## src/rtl/stopwatch_msr_pkg.sv

```systemverilog
// Shared types and constants for the stopwatch: FSM state encoding and
// the fixed millisecond / second ranges of the time-of-day cascade.
package stopwatch_pkg;

    typedef enum logic [1:0] {
        IDLE   = 2'd0,
        RUN    = 2'd1,
        PAUSED = 2'd2,
        OVF    = 2'd3
    } sw_state_t;

    localparam int MS_W  = 10;
    localparam int SEC_W = 6;

    localparam logic [MS_W-1:0]  MS_MAX  = 10'd999;
    localparam logic [SEC_W-1:0] SEC_MAX = 6'd59;

endpackage

```

## src/rtl/stopwatch_msr_if.sv

```systemverilog
// Command and status bundle of the stopwatch. The controller side (bench or
// host logic) uses the master modport, the stopwatch itself the slave one.
interface stopwatch_msr_if #(
    parameter int CLK_PER_MS = 5000,
    parameter int MAX_MIN    = 59
);
    import stopwatch_pkg::*;

    localparam int PRESC_W = $clog2(CLK_PER_MS);
    localparam int MIN_W   = $clog2(MAX_MIN + 1);

    // Level-sampled commands
    logic               start;
    logic               stop;
    logic               clear;
    logic               lap;

    // Live time and status
    logic               ms_tick;
    logic [MS_W-1:0]    ms_cnt;
    logic [SEC_W-1:0]   sec_cnt;
    logic [MIN_W-1:0]   min_cnt;
    logic               running;
    logic               overflow;
    logic [PRESC_W-1:0] presc_cnt;

    // Captured lap time
    logic [MS_W-1:0]    lap_ms;
    logic [SEC_W-1:0]   lap_sec;
    logic [MIN_W-1:0]   lap_min;
    logic               lap_valid;

    modport master (
        output start, stop, clear, lap,
        input  ms_tick, ms_cnt, sec_cnt, min_cnt, running, overflow, presc_cnt,
        input  lap_ms, lap_sec, lap_min, lap_valid
    );

    modport slave (
        input  start, stop, clear, lap,
        output ms_tick, ms_cnt, sec_cnt, min_cnt, running, overflow, presc_cnt,
        output lap_ms, lap_sec, lap_min, lap_valid
    );

endinterface

```

## src/rtl/stopwatch_msr_prescaler.sv

```systemverilog
// Millisecond prescaler: counts 0..CLK_PER_MS-1 while enabled, holds its
// value while disabled, and flags the last count of each millisecond.
module ms_prescaler #(
    parameter int CLK_PER_MS = 5000
) (
    input  logic                          clk,
    input  logic                          rst,
    input  logic                          en,
    input  logic                          clr,
    output logic [$clog2(CLK_PER_MS)-1:0] cnt,
    output logic                          tick
);

    localparam int                PRESC_W = $clog2(CLK_PER_MS);
    localparam logic [PRESC_W-1:0] CNT_MAX = PRESC_W'(CLK_PER_MS - 1);

    // Tick is combinational so the cascade sees it in the same cycle it advances on.
    assign tick = en && (cnt == CNT_MAX);

    // Count while enabled; clear wins over counting, disabled freezes the value.
    always_ff @(posedge clk or posedge rst) begin
        // NOTE: non-blocking assignments here so every flop samples pre-edge values.
        if (rst) begin
            cnt <= '0;
        end else if (clr) begin
            cnt <= '0;
        end else if (en) begin
            cnt <= (cnt == CNT_MAX) ? '0 : cnt + PRESC_W'(1);
        end
    end

endmodule

```

## src/rtl/stopwatch_msr.sv

```systemverilog
// Stopwatch with minutes/seconds/milliseconds cascade, start/stop/clear
// control FSM, saturating overflow state and a lap capture register.
module stopwatch_msr #(
    parameter int CLK_PER_MS = 5000,
    parameter int MAX_MIN    = 59
) (
    input  logic            clk,
    input  logic            rst,
    stopwatch_msr_if.slave  sw
);
    import stopwatch_pkg::*;

    localparam int               PRESC_W = $clog2(CLK_PER_MS);
    localparam int               MIN_W   = $clog2(MAX_MIN + 1);
    localparam logic [MIN_W-1:0] MIN_MAX = MIN_W'(MAX_MIN);

    sw_state_t          state;
    logic [MS_W-1:0]    ms_q;
    logic [SEC_W-1:0]   sec_q;
    logic [MIN_W-1:0]   min_q;
    logic [MS_W-1:0]    lap_ms_q;
    logic [SEC_W-1:0]   lap_sec_q;
    logic [MIN_W-1:0]   lap_min_q;
    logic               lap_valid_q;
    logic [PRESC_W-1:0] presc;
    logic               tick;
    logic               at_max;
    logic               lap_accept;

    ms_prescaler #(
        .CLK_PER_MS (CLK_PER_MS)
    ) u_presc (
        .clk  (clk),
        .rst  (rst),
        .en   (state == RUN),
        .clr  (sw.clear),
        .cnt  (presc),
        .tick (tick)
    );

    assign at_max     = (ms_q == MS_MAX) && (sec_q == SEC_MAX) && (min_q == MIN_MAX);
    assign lap_accept = sw.lap && (state != IDLE);

    // Control FSM plus time cascade; clear beats everything, then overflow, then stop/start.
    always_ff @(posedge clk or posedge rst) begin
        if (rst) begin
            state <= IDLE;
            ms_q  <= '0;
            sec_q <= '0;
            min_q <= '0;
        end else if (sw.clear) begin
            state <= IDLE;
            ms_q  <= '0;
            sec_q <= '0;
            min_q <= '0;
        end else begin
            case (state)
                IDLE: begin
                    if (sw.start && !sw.stop) state <= RUN;
                end
                RUN: begin
                    if (tick && at_max) begin
                        // Saturate at the top value; the counters simply hold.
                        state <= OVF;
                    end else begin
                        if (tick) begin
                            if (ms_q == MS_MAX) begin
                                ms_q <= '0;
                                if (sec_q == SEC_MAX) begin
                                    sec_q <= '0;
                                    min_q <= min_q + MIN_W'(1);
                                end else begin
                                    sec_q <= sec_q + 6'd1;
                                end
                            end else begin
                                ms_q <= ms_q + 10'd1;
                            end
                        end
                        if (sw.stop) state <= PAUSED;
                    end
                end
                PAUSED: begin
                    if (sw.start && !sw.stop) state <= RUN;
                end
                OVF: begin
                    // Only clear leaves overflow, handled above.
                end
                default: state <= IDLE;
            endcase
        end
    end

    // Lap capture of the displayed (pre-update) time, with a one-cycle valid pulse.
    always_ff @(posedge clk or posedge rst) begin
        if (rst) begin
            lap_ms_q    <= '0;
            lap_sec_q   <= '0;
            lap_min_q   <= '0;
            lap_valid_q <= 1'b0;
        end else begin
            lap_valid_q <= lap_accept;
            if (lap_accept) begin
                lap_ms_q  <= ms_q;
                lap_sec_q <= sec_q;
                lap_min_q <= min_q;
            end
        end
    end

    assign sw.ms_tick   = tick;
    assign sw.ms_cnt    = ms_q;
    assign sw.sec_cnt   = sec_q;
    assign sw.min_cnt   = min_q;
    assign sw.running   = (state == RUN);
    assign sw.overflow  = (state == OVF);
    assign sw.presc_cnt = presc;
    assign sw.lap_ms    = lap_ms_q;
    assign sw.lap_sec   = lap_sec_q;
    assign sw.lap_min   = lap_min_q;
    assign sw.lap_valid = lap_valid_q;

endmodule

```

## src/flat_wrapper.sv

```systemverilog
// flat-port wrapper written by rule: the top's interface ports become plain ports
module stopwatch_msr_flat import stopwatch_pkg::*;
#(
    parameter int CLK_PER_MS = 5000,
    parameter int MAX_MIN    = 59
)
  (clk, rst, sw_start, sw_stop, sw_clear, sw_lap, sw_ms_tick, sw_ms_cnt, sw_sec_cnt, sw_min_cnt, sw_running, sw_overflow, sw_presc_cnt, sw_lap_ms, sw_lap_sec, sw_lap_min, sw_lap_valid);
  stopwatch_msr_if #(.CLK_PER_MS(CLK_PER_MS), .MAX_MIN(MAX_MIN)) sw_i ();
  input  logic clk;
  input  logic rst;
  input wire logic [$bits(sw_i.start)-1:0] sw_start;
  input wire logic [$bits(sw_i.stop)-1:0] sw_stop;
  input wire logic [$bits(sw_i.clear)-1:0] sw_clear;
  input wire logic [$bits(sw_i.lap)-1:0] sw_lap;
  output wire logic [$bits(sw_i.ms_tick)-1:0] sw_ms_tick;
  output wire logic [$bits(sw_i.ms_cnt)-1:0] sw_ms_cnt;
  output wire logic [$bits(sw_i.sec_cnt)-1:0] sw_sec_cnt;
  output wire logic [$bits(sw_i.min_cnt)-1:0] sw_min_cnt;
  output wire logic [$bits(sw_i.running)-1:0] sw_running;
  output wire logic [$bits(sw_i.overflow)-1:0] sw_overflow;
  output wire logic [$bits(sw_i.presc_cnt)-1:0] sw_presc_cnt;
  output wire logic [$bits(sw_i.lap_ms)-1:0] sw_lap_ms;
  output wire logic [$bits(sw_i.lap_sec)-1:0] sw_lap_sec;
  output wire logic [$bits(sw_i.lap_min)-1:0] sw_lap_min;
  output wire logic [$bits(sw_i.lap_valid)-1:0] sw_lap_valid;
  assign sw_i.start = sw_start;
  assign sw_i.stop = sw_stop;
  assign sw_i.clear = sw_clear;
  assign sw_i.lap = sw_lap;
  assign sw_ms_tick = sw_i.ms_tick;
  assign sw_ms_cnt = sw_i.ms_cnt;
  assign sw_sec_cnt = sw_i.sec_cnt;
  assign sw_min_cnt = sw_i.min_cnt;
  assign sw_running = sw_i.running;
  assign sw_overflow = sw_i.overflow;
  assign sw_presc_cnt = sw_i.presc_cnt;
  assign sw_lap_ms = sw_i.lap_ms;
  assign sw_lap_sec = sw_i.lap_sec;
  assign sw_lap_min = sw_i.lap_min;
  assign sw_lap_valid = sw_i.lap_valid;
  stopwatch_msr #(.CLK_PER_MS(CLK_PER_MS), .MAX_MIN(MAX_MIN)) u_core (.clk(clk), .rst(rst), .sw(sw_i));
endmodule
```

## config.mk

```make
export PLATFORM = sky130hd
export DESIGN_NAME = stopwatch_msr_flat
export DESIGN_NICKNAME = d
export VERILOG_FILES = /design/src/rtl/stopwatch_msr_pkg.sv /design/src/rtl/stopwatch_msr_if.sv /design/src/rtl/stopwatch_msr_prescaler.sv /design/src/rtl/stopwatch_msr.sv /design/src/flat_wrapper.sv
export SDC_FILE = /design/constraint.sdc
export NUM_CORES = 1
export LEC_CHECK = 0
export CAP_MARGIN = 10
export CORE_ASPECT_RATIO = 1.5
export CORE_MARGIN = 5
export CORE_UTILIZATION = 53
export CTS_CLUSTER_SIZE = 12
export DETAILED_ROUTE_END_ITERATION = 12
export HOLD_SLACK_MARGIN = 0.12
export PLACE_DENSITY = 0.8
export SYNTH_ARGS = -nofsm -noshare
export SYNTH_HDL_FRONTEND = slang
export SYNTH_SLANG_ARGS = --single-unit
export TNS_END_PERCENT = 5
```

## constraint.sdc

```tcl
create_clock -name clk -period 5.82 [get_ports clk]
set_clock_uncertainty 0.1 [all_clocks]
set_input_delay 1.164 -clock clk [delete_from_list [all_inputs] [get_ports clk]]
set_output_delay 1.164 -clock clk [all_outputs]
set_load 0.05 [all_outputs]
```

# Word level (Yosys, flattened, before mapping)
# Cells that the tools add are included.
# totals
output_inout_bits	61
in_bits	6
register_bits	60
# classes
n_reduce_logical	19
mux	25
n_eq_ne	10
n_addsub	4
# op_table
op	count
2-to-1 mux 6 bit	12
2-to-1 mux 10 bit	5
2-to-1 mux 13 bit	3
adder 13 x 1 -> 13 bit (second input constant)	1
equality test 13 bit (second input constant)	1
adder 6 x 1 -> 6 bit (second input constant)	2
equality test 6 bit (second input constant)	2
adder 10 x 1 -> 10 bit (second input constant)	1
equality test 10 bit (second input constant)	1
nonzero test 2 bit	5
2-to-1 mux 2 bit	4
logical AND 1 bit	6
AND reduction 3 bit	2
AND reduction 5 bit	1
equality test 2 bit (second input constant)	2
inequality test 4 x 3 -> 1 bit (second input constant)	1
one-hot mux 2 bit (2 select lines)	1
AND reduction 4 bit	1
inequality test 3 x 1 -> 1 bit (second input constant)	1
nonzero test 3 bit	1
equality test 2 x 1 -> 1 bit (second input constant)	1
zero test 2 bit	1
inequality test 2 bit (second input constant)	1
OR reduction 2 bit	1
zero test 1 bit	1

# Longest topological paths before layout
# Gate-level depths: netlist (run 1).
# logic_depth
word_depth	7
depth_mapped	8
mapped_depth_nobuf	7

# Hierarchy
# From an unflattened synthesis (run 1), not the netlist that was laid out.
# unflattened
cells_unflattened	292
hier_area_um2	3046.7
# modules_own_cells
mod	cells_per_inst	seq_area_each_um2	area_per_inst_um2	n_inst
stopwatch_msr	217	1176.1	2302.2	1
ms_prescaler	75	325.3	744.5	1

# Least setup slack after synthesis (run 1)
# OpenSTA, ideal clock, no wires.
# synth_path
kind	register to output
from	reg u_core.u_presc.cnt[0]
to	out sw_ms_tick
n_path_buf	1
required_ns	4.556
slack_ns	2.459
path_stages_with_launch	6
arrival_time_ns	2.097
cell_sequence	dfrtp_1 -> ha_1 -> nand4bb_4 -> or4_1 -> buf_2 -> inv_1
# synth_between
elab_chain_cells	2
# synth_lines
element	line_no	text
start: declaration	stopwatch_msr_prescaler.sv:10	output logic [$clog2(CLK_PER_MS)-1:0] cnt,
start signal: assignment	stopwatch_msr_prescaler.sv:28	cnt <= (cnt == CNT_MAX) ? '0 : cnt + PRESC_W'(1);
equality test 13 bit	stopwatch_msr_prescaler.sv:18	assign tick = en && (cnt == CNT_MAX);
logical AND 1 bit	stopwatch_msr_prescaler.sv:18	
end: declaration	flat_wrapper.sv:15	output wire logic [$bits(sw_i.ms_tick)-1:0] sw_ms_tick;
# Every way passes these cells.

# Worst setup path in the final report (run 1)
# layout_path
from	reg u_core.u_presc.cnt[4]
to	out sw_ms_tick
# Same word-level chain as after synthesis.

==> qor.yml, run 1 <==
final_layout:
  final_core_util: 0.7386
  fillers: 351
  area_delta_synth_final_pct: 34.20
  final_layout_size_suffix_gt1_frac: 0.1458
  num_antenna_cells: 0
  design_area_um2: 3815
  num-nets-final: 341
synth:
  synth.avg_cell_area_um2: 10.81
  syn_inst: 263
  mappedNetlistArea_um2: 2843
  synth.top_cell.area_share: 0.5282
  synth_seq_area_share: 0.5282
  yosysTopAreaCell: "dfrtp_1"
  yosys-top-cells-area: "dfrtp_1, mux2_2, a21oi_1"
  synth_seq_cells: 60
  async_flop_share: 1.000
  ys.flop_type: "dfrtp_1"
  synth_nets: 273
  yosysMostFrequentCell: "dfrtp_1"
  synth_edf_count: 0
  yosys-top-cells-count: "dfrtp_1, mux2_2, nor2_1"
  yosysWarnings: 0
  ys_types: 45
place:
  gp_congestion: 0.8531
  io_buffers: 66
  dpl.hpwl_um: 4655
  placed_cell_area_um2: 3563
worst_setup_path:
  worstPathMaxFanout: 8
  path_cells: "or4_4 -> or4_1 -> inv_1 -> clkdlybuf4s50_1"
  critPathSlowestCell: "clkdlybuf4s50_1"
  slowest_delay_ns: 0.81
  crit_type: "reg -> out"
  crit_required_ns: 4.56
  end_kind: "output port"
  critPathLaunchType: "register"
  crit_arrival_ns: 2.92
worst_hold_path:
  hold_path_class: "reg -> reg"
die:
  die_x_um: 69.80
  start_util: 0.5504
  die_height_um: 99.70
  rows: 32
  die-area_um2: 6958
  pin_count: 67
  core_um2: 5165
clocking:
  cts_num_sinks: 60
  holdBufCountCts: 0
  worstSkewPairLatency_ns: 0.33
  cts_tree: "built"
  post_cts_buffers: 0
  clk_path_buf_depth: 2
  numCtsBuffers: 9
  h-tree-depth: 3
  cts_root_buf: "clkbuf_8"
  clk_pin_slew_ns: 0.06
  ctsResizeCount: 0
grt:
  grt_max_degree: 61
  globalRouteTotalUtil: 0.2069
  grt_pass1_vias: 2361
  grt_pass1_wl_um: 11380
  gr-total-overflow: 0
  antenna_found_initial: 0
routing:
  vias_per_cell: 5.718
  num_vias: 2310
  ant_nets: 0
  drc: 0
  firstDrtPassIters: 4
  routed_wl_um: 6811
  drt_iter0_drc: 136
  avgRoutedWirePerCell_um: 16.86
sta:
  slew_headroom: 0.2763
  rsz0062_at_grt: "no"
  slew_viol_final: 0
  final-hold-violation-count: 0
  post-route-period-util: 0.7181
  finalSetupTns_ns: 0
  period_needed_ns: 4.179
  worst_slew_pin_slew_ns: 1.074
  timing.hold.ws_ns: 0.4031
  setup_viol: 0
  max_freq_mhz: 239.3
power_and_ir_drop:
  vdd_drop_max_mv: 0.2355
  p_leak_uw: 0.001623
  power_density_nw_per_um2: 234.7
  power_uw: 895.5
run_status:
  outcome: "finished clean"
job:
  maxCapViolations: 0
## layer usage
| layer | vias to the layer above | GRT usage | routed length [µm] |
|---|---|---|---|
| met5 | - | 0 | 0 |
| met4 | 0 | 0.09292 | 146 |
| met3 | 13 | 0.05258 | 342 |
| met2 | 62 | 0.3693 | 3626 |
| met1 | 1144 | 0.2299 | 2695 |
| li1 | 1091 | - | - |
## registers in the layout, summed over array words and instances (netlist names)
name                 count
u_core.u_presc.cnt      13
u_core.sw.min_cnt        6
u_core.state             2
u_core.sw.lap_min        6
u_core.sw.lap_ms        10
u_core.sw.lap_sec        6
u_core.sw.lap_valid      1
u_core.sw.sec_cnt        6
u_core.sw.ms_cnt        10
## where the power goes
group / internal (µW) / switching (µW)
clock: 276 / 157
sequential: 420 / 1.84
combinational: 12.7 / 28.1
## stage by stage
stage	std cells	setup WS (ns)
floorplan	263	2.459
global placement	387	2.022
detailed placement	387	2.006
CTS	403	1.627
global route	404	1.561
finish	404	1.641
## cells in the final DEF, fill, tap and decap left out, types with 2 or more instances in the layout
cell / synthesis / layout
a211oi_1: 2 / 2
a21oi_1: 19 / 19
a311oi_1: 4 / 4
and2_1: 3 / 3
and3_1: 2 / 2
and4_1: 2 / 2
bufinv_16: 0 / 2
clkbuf_8: 0 / 12
clkdlybuf4s50_1: 0 / 66
dfrtp_1: 60 / 60
ha_1: 4 / 4
inv_1: 11 / 10
mux2_2: 22 / 22
mux2i_1: 3 / 3
nand2_1: 12 / 12
nand3_1: 12 / 12
nand4_1: 6 / 6
nor2_1: 20 / 20
nor3_1: 6 / 6
nor3b_1: 2 / 2
nor4_1: 3 / 3
o211ai_1: 2 / 2
o21ai_0: 10 / 10
o31ai_1: 3 / 3
or2_2: 2 / 2
or3_1: 8 / 8
or4_1: 4 / 4
xnor2_1: 9 / 9
xor2_1: 4 / 4
## kinds of logic (layout without fill, tap and decap cells)
group,Yosys count,after routing,synth area share
AOI/OAI and AO/OA,49,49,0.1070
buffers and inverters,22,95,0.02993
xor gates and xnor gates,13,13,0.04005
adders and majority gates,4,4,0.01761
and+or+nand+nor,90,90,0.1796
muxes,25,25,0.09771
DFF,60,60,0.5282
## worst max-delay path, delay by kind of cell, from the launching register on
kind | cells | cell delay [ns]
AND/OR/NAND/NOR | 2 | 1.16
buffers and inverters | 2 | 0.98
flip-flops | 1 | 0.44
## worst paths after layout
kind                                       start                     to  slack (ns)  depth (start not counted)
max                        u_core.u_presc.cnt[4]             sw_ms_tick        1.64                          4
min                         u_core.sw.lap_min[0]   u_core.sw.lap_min[0]        0.40                          1
max reg2reg                u_core.u_presc.cnt[4]   u_core.sw.min_cnt[5]        2.62                          5
min reg2reg                 u_core.sw.lap_min[0]   u_core.sw.lap_min[0]        0.40                          1
max in group asynchronous                    rst  u_core.u_presc.cnt[9]        3.86                          3
min in group asynchronous                    rst    u_core.sw.lap_ms[4]        1.27                          3
## final cells by class
class / count / area, µm² / share of cell area
flip-flops and latches: 60 / 1501 / 0.3936
multi-input cells: 181 / 1267 / 0.3322
repair buffers: 68 / 683.2 / 0.1791
clock buffers: 13 / 168.9 / 0.04428
well taps: 68 / 85.08 / 0.02230
clock inverters: 3 / 67.56 / 0.01771
inverters: 11 / 41.29 / 0.01082
No activity file was read; power rests on OpenSTA's default activity.
==> inputs of run 2 (changes only) <==
--- a/config.mk
+++ b/config.mk
@@ -8,11 +8,11 @@
 export CAP_MARGIN = 10
 export CORE_ASPECT_RATIO = 1.5
 export CORE_MARGIN = 5
-export CORE_UTILIZATION = 53
+export CORE_UTILIZATION = 45
 export CTS_CLUSTER_SIZE = 12
 export DETAILED_ROUTE_END_ITERATION = 12
 export HOLD_SLACK_MARGIN = 0.12
-export PLACE_DENSITY = 0.8
+export PLACE_DENSITY = 0.72
 export SYNTH_ARGS = -nofsm -noshare
 export SYNTH_HDL_FRONTEND = slang
 export SYNTH_SLANG_ARGS = --single-unit
==> constraint.sdc (replaced) <==
create_clock -name clk -period 3.7 [get_ports clk]
set_clock_uncertainty 0.1 [all_clocks]
set_input_delay 0.74 -clock clk [delete_from_list [all_inputs] [get_ports clk]]
set_output_delay 0.74 -clock clk [all_outputs]
set_load 0.05 [all_outputs]
==> run 2 against run 1 <==
Against the previous run:
- critical endpoint is now u_core.sw.min_cnt[5]
- critical path type is now reg -> reg
- power rose by 44%
- highest routed layer unchanged
- global-route usage fell by 2.7 points
- setup slack got worse by 1.1 ns
- first-iteration DRC count fell by 31%
- cell count rose by 2.2%
- clock power rose by 30%
- sequential share of layout area rose by 0.34 points
- register-to-register slack got worse by 2.1 ns
==> qor.yml, run 2 (synthesis results as in run 1) <==
power_and_ir_drop:
  p_int_uw: 989.2
  sequentialPowerShare: 0.513
  pwr-share-clk: 0.435
  power_density_nw_per_um2: 341.3
  vdd_drop_max_mv: 0.3016
  p_leak_uw: 0.001614
  power_switching_uw: 301.8
  swShare: 0.2338
  combPwrFrac: 0.051
run_status:
  outcome: "finished clean"
grt:
  gr-total-overflow: 0
  antenna_found_initial: 0
  globalRouteTotalUtil: 0.1801
  grt_max_degree: 26
  grt_pass1_wl_um: 10960
  grt_pass1_vias: 2264
routing:
  firstDrtPassIters: 4
  drt_iter0_drc: 94
  drc: 0
  routed_wl_um: 6628
  ant_nets: 0
  num_vias: 2317
  avgRoutedWirePerCell_um: 16.05
  vias_per_cell: 5.610
worst_setup_path:
  crit_required_ns: 3.87
  rrSetupSlack_ns: 0.57
  crit_top_cell: "or4_1"
  critPathSlowestCell: "or4_1"
  worstPathMaxFanout: 8
  critPathLaunchType: "register"
  crit_type: "reg -> reg"
  critPathTopFamily: "simple AND/OR/NAND/NOR gates"
  crit_arrival_ns: 3.30
  path_cells: "or4_4 -> or4_1 -> or4_1 -> or4_1 -> a21oi_1"
  slowest_delay_ns: 0.73
  end_kind: "register"
  worstPathBufferInverterCount: 0
die:
  rows: 35
  die_height_um: 107.3
  start_util: 0.4637
  die_x_um: 74.90
  pin_count: 67
  core_um2: 6131
  die-area_um2: 8040
final_layout:
  layout_common_cells: "clkdlybuf4s50_1, dfrtp_1, mux2_2"
  final_common_cell: "clkdlybuf4s50_1"
  area_delta_synth_final_pct: 33.05
  final_layout_size_suffix_gt1_frac: 0.1534
  num_antenna_cells: 0
  design_area_um2: 3782
  largest_register_ffs: 13
  multiInputGateArea_um2: 1267
  ff_latch_area_um2: 1501
  num-nets-final: 344
  regMostFlops: "u_core.u_presc.cnt"
  fillers: 529
sta:
  period_needed_ns: 3.131
  slew_viol_final: 0
  slew_headroom: 0.4485
  timing.hold.ws_ns: 0.4087
  rsz0062_at_grt: "no"
  post-route-period-util: 0.8463
  max_freq_mhz: 319.4
  worst_slew_pin_slew_ns: 0.8203
  finalSetupTns_ns: 0
  final-hold-violation-count: 0
  setup_viol: 0
clocking:
  ctsResizeCount: 0
  holdBufCountCts: 0
  worstSkewPairLatency_ns: 0.34
  numCtsBuffers: 9
  cts_root_buf: "clkbuf_8"
  cts_tree: "built"
  clk_path_buf_depth: 2
  clk_pin_slew_ns: 0.07
  h-tree-depth: 3
  cts_num_sinks: 60
  post_cts_buffers: 0
place:
  gp_congestion: 0.8007
  io_buffers: 66
  dpl.hpwl_um: 4988
  placed_cell_area_um2: 3598
worst_hold_path:
  hold_path_class: "reg -> reg"
job:
  maxCapViolations: 0
run 2: final cells by class:
type | instances | area share
clock inverter | 5 | 0.01389
timing repair buffer | 71 | 0.1839
clock buffer | 11 | 0.03473
sequential | 60 | 0.3970
tap | 74 | 0.02448
multi-input combinational | 181 | 0.3351
inverter | 11 | 0.01092
run 2: path summary, 6_finish.rpt:
| path | end | depth (start not counted) | startpoint |
|---|---|---|---|
| worst max-delay path | u_core.sw.min_cnt[5] | 5 | u_core.u_presc.cnt[3] |
| worst min-delay path | u_core.sw.lap_ms[8] | 1 | u_core.sw.lap_ms[8] |
| worst max register to register | u_core.sw.min_cnt[5] | 5 | u_core.u_presc.cnt[3] |
| worst min register to register | u_core.sw.lap_ms[8] | 1 | u_core.sw.lap_ms[8] |
| max in group asynchronous | u_core.state[1] | 3 | rst |
| min in group asynchronous | u_core.sw.ms_cnt[8] | 2 | rst |
run 2: metrics by stage:
step | total power (µW) | util | std cells | worst slack, ns
floorplan | 716.0 | - | 263 | 0.5029
global placement | 742.9 | 0.5869 | 397 | 0.6198
detailed placement | 743.2 | 0.5869 | 397 | 0.5759
CTS | 1307 | 0.6169 | 413 | 0.5739
global route | 1345 | 0.6169 | 413 | 0.4496
finish | 1291 | 0.6169 | 413 | 0.5686
run 2: power by group through the flow:
stage	Combinational, µW	Sequential [µW]	Clock, µW
finish	66.3	663	562
global route	73.0	662	609
CTS	68.4	662	576
detailed placement	68.3	675	0
global placement	68.2	675	0
floorplan	29.4	687	0
run 2: metal layers:
metal / part of all wire / wire, µm / GRT usage / vias to the layer above
met5: 0 / 0 / 0 / -
met4: 0.016 / 108 / 0.06234 / 0
met3: 0.071 / 471 / 0.06262 / 10
met2: 0.54 / 3574 / 0.3024 / 73
met1: 0.37 / 2474 / 0.2082 / 1138
li1: - / - / - / 1096
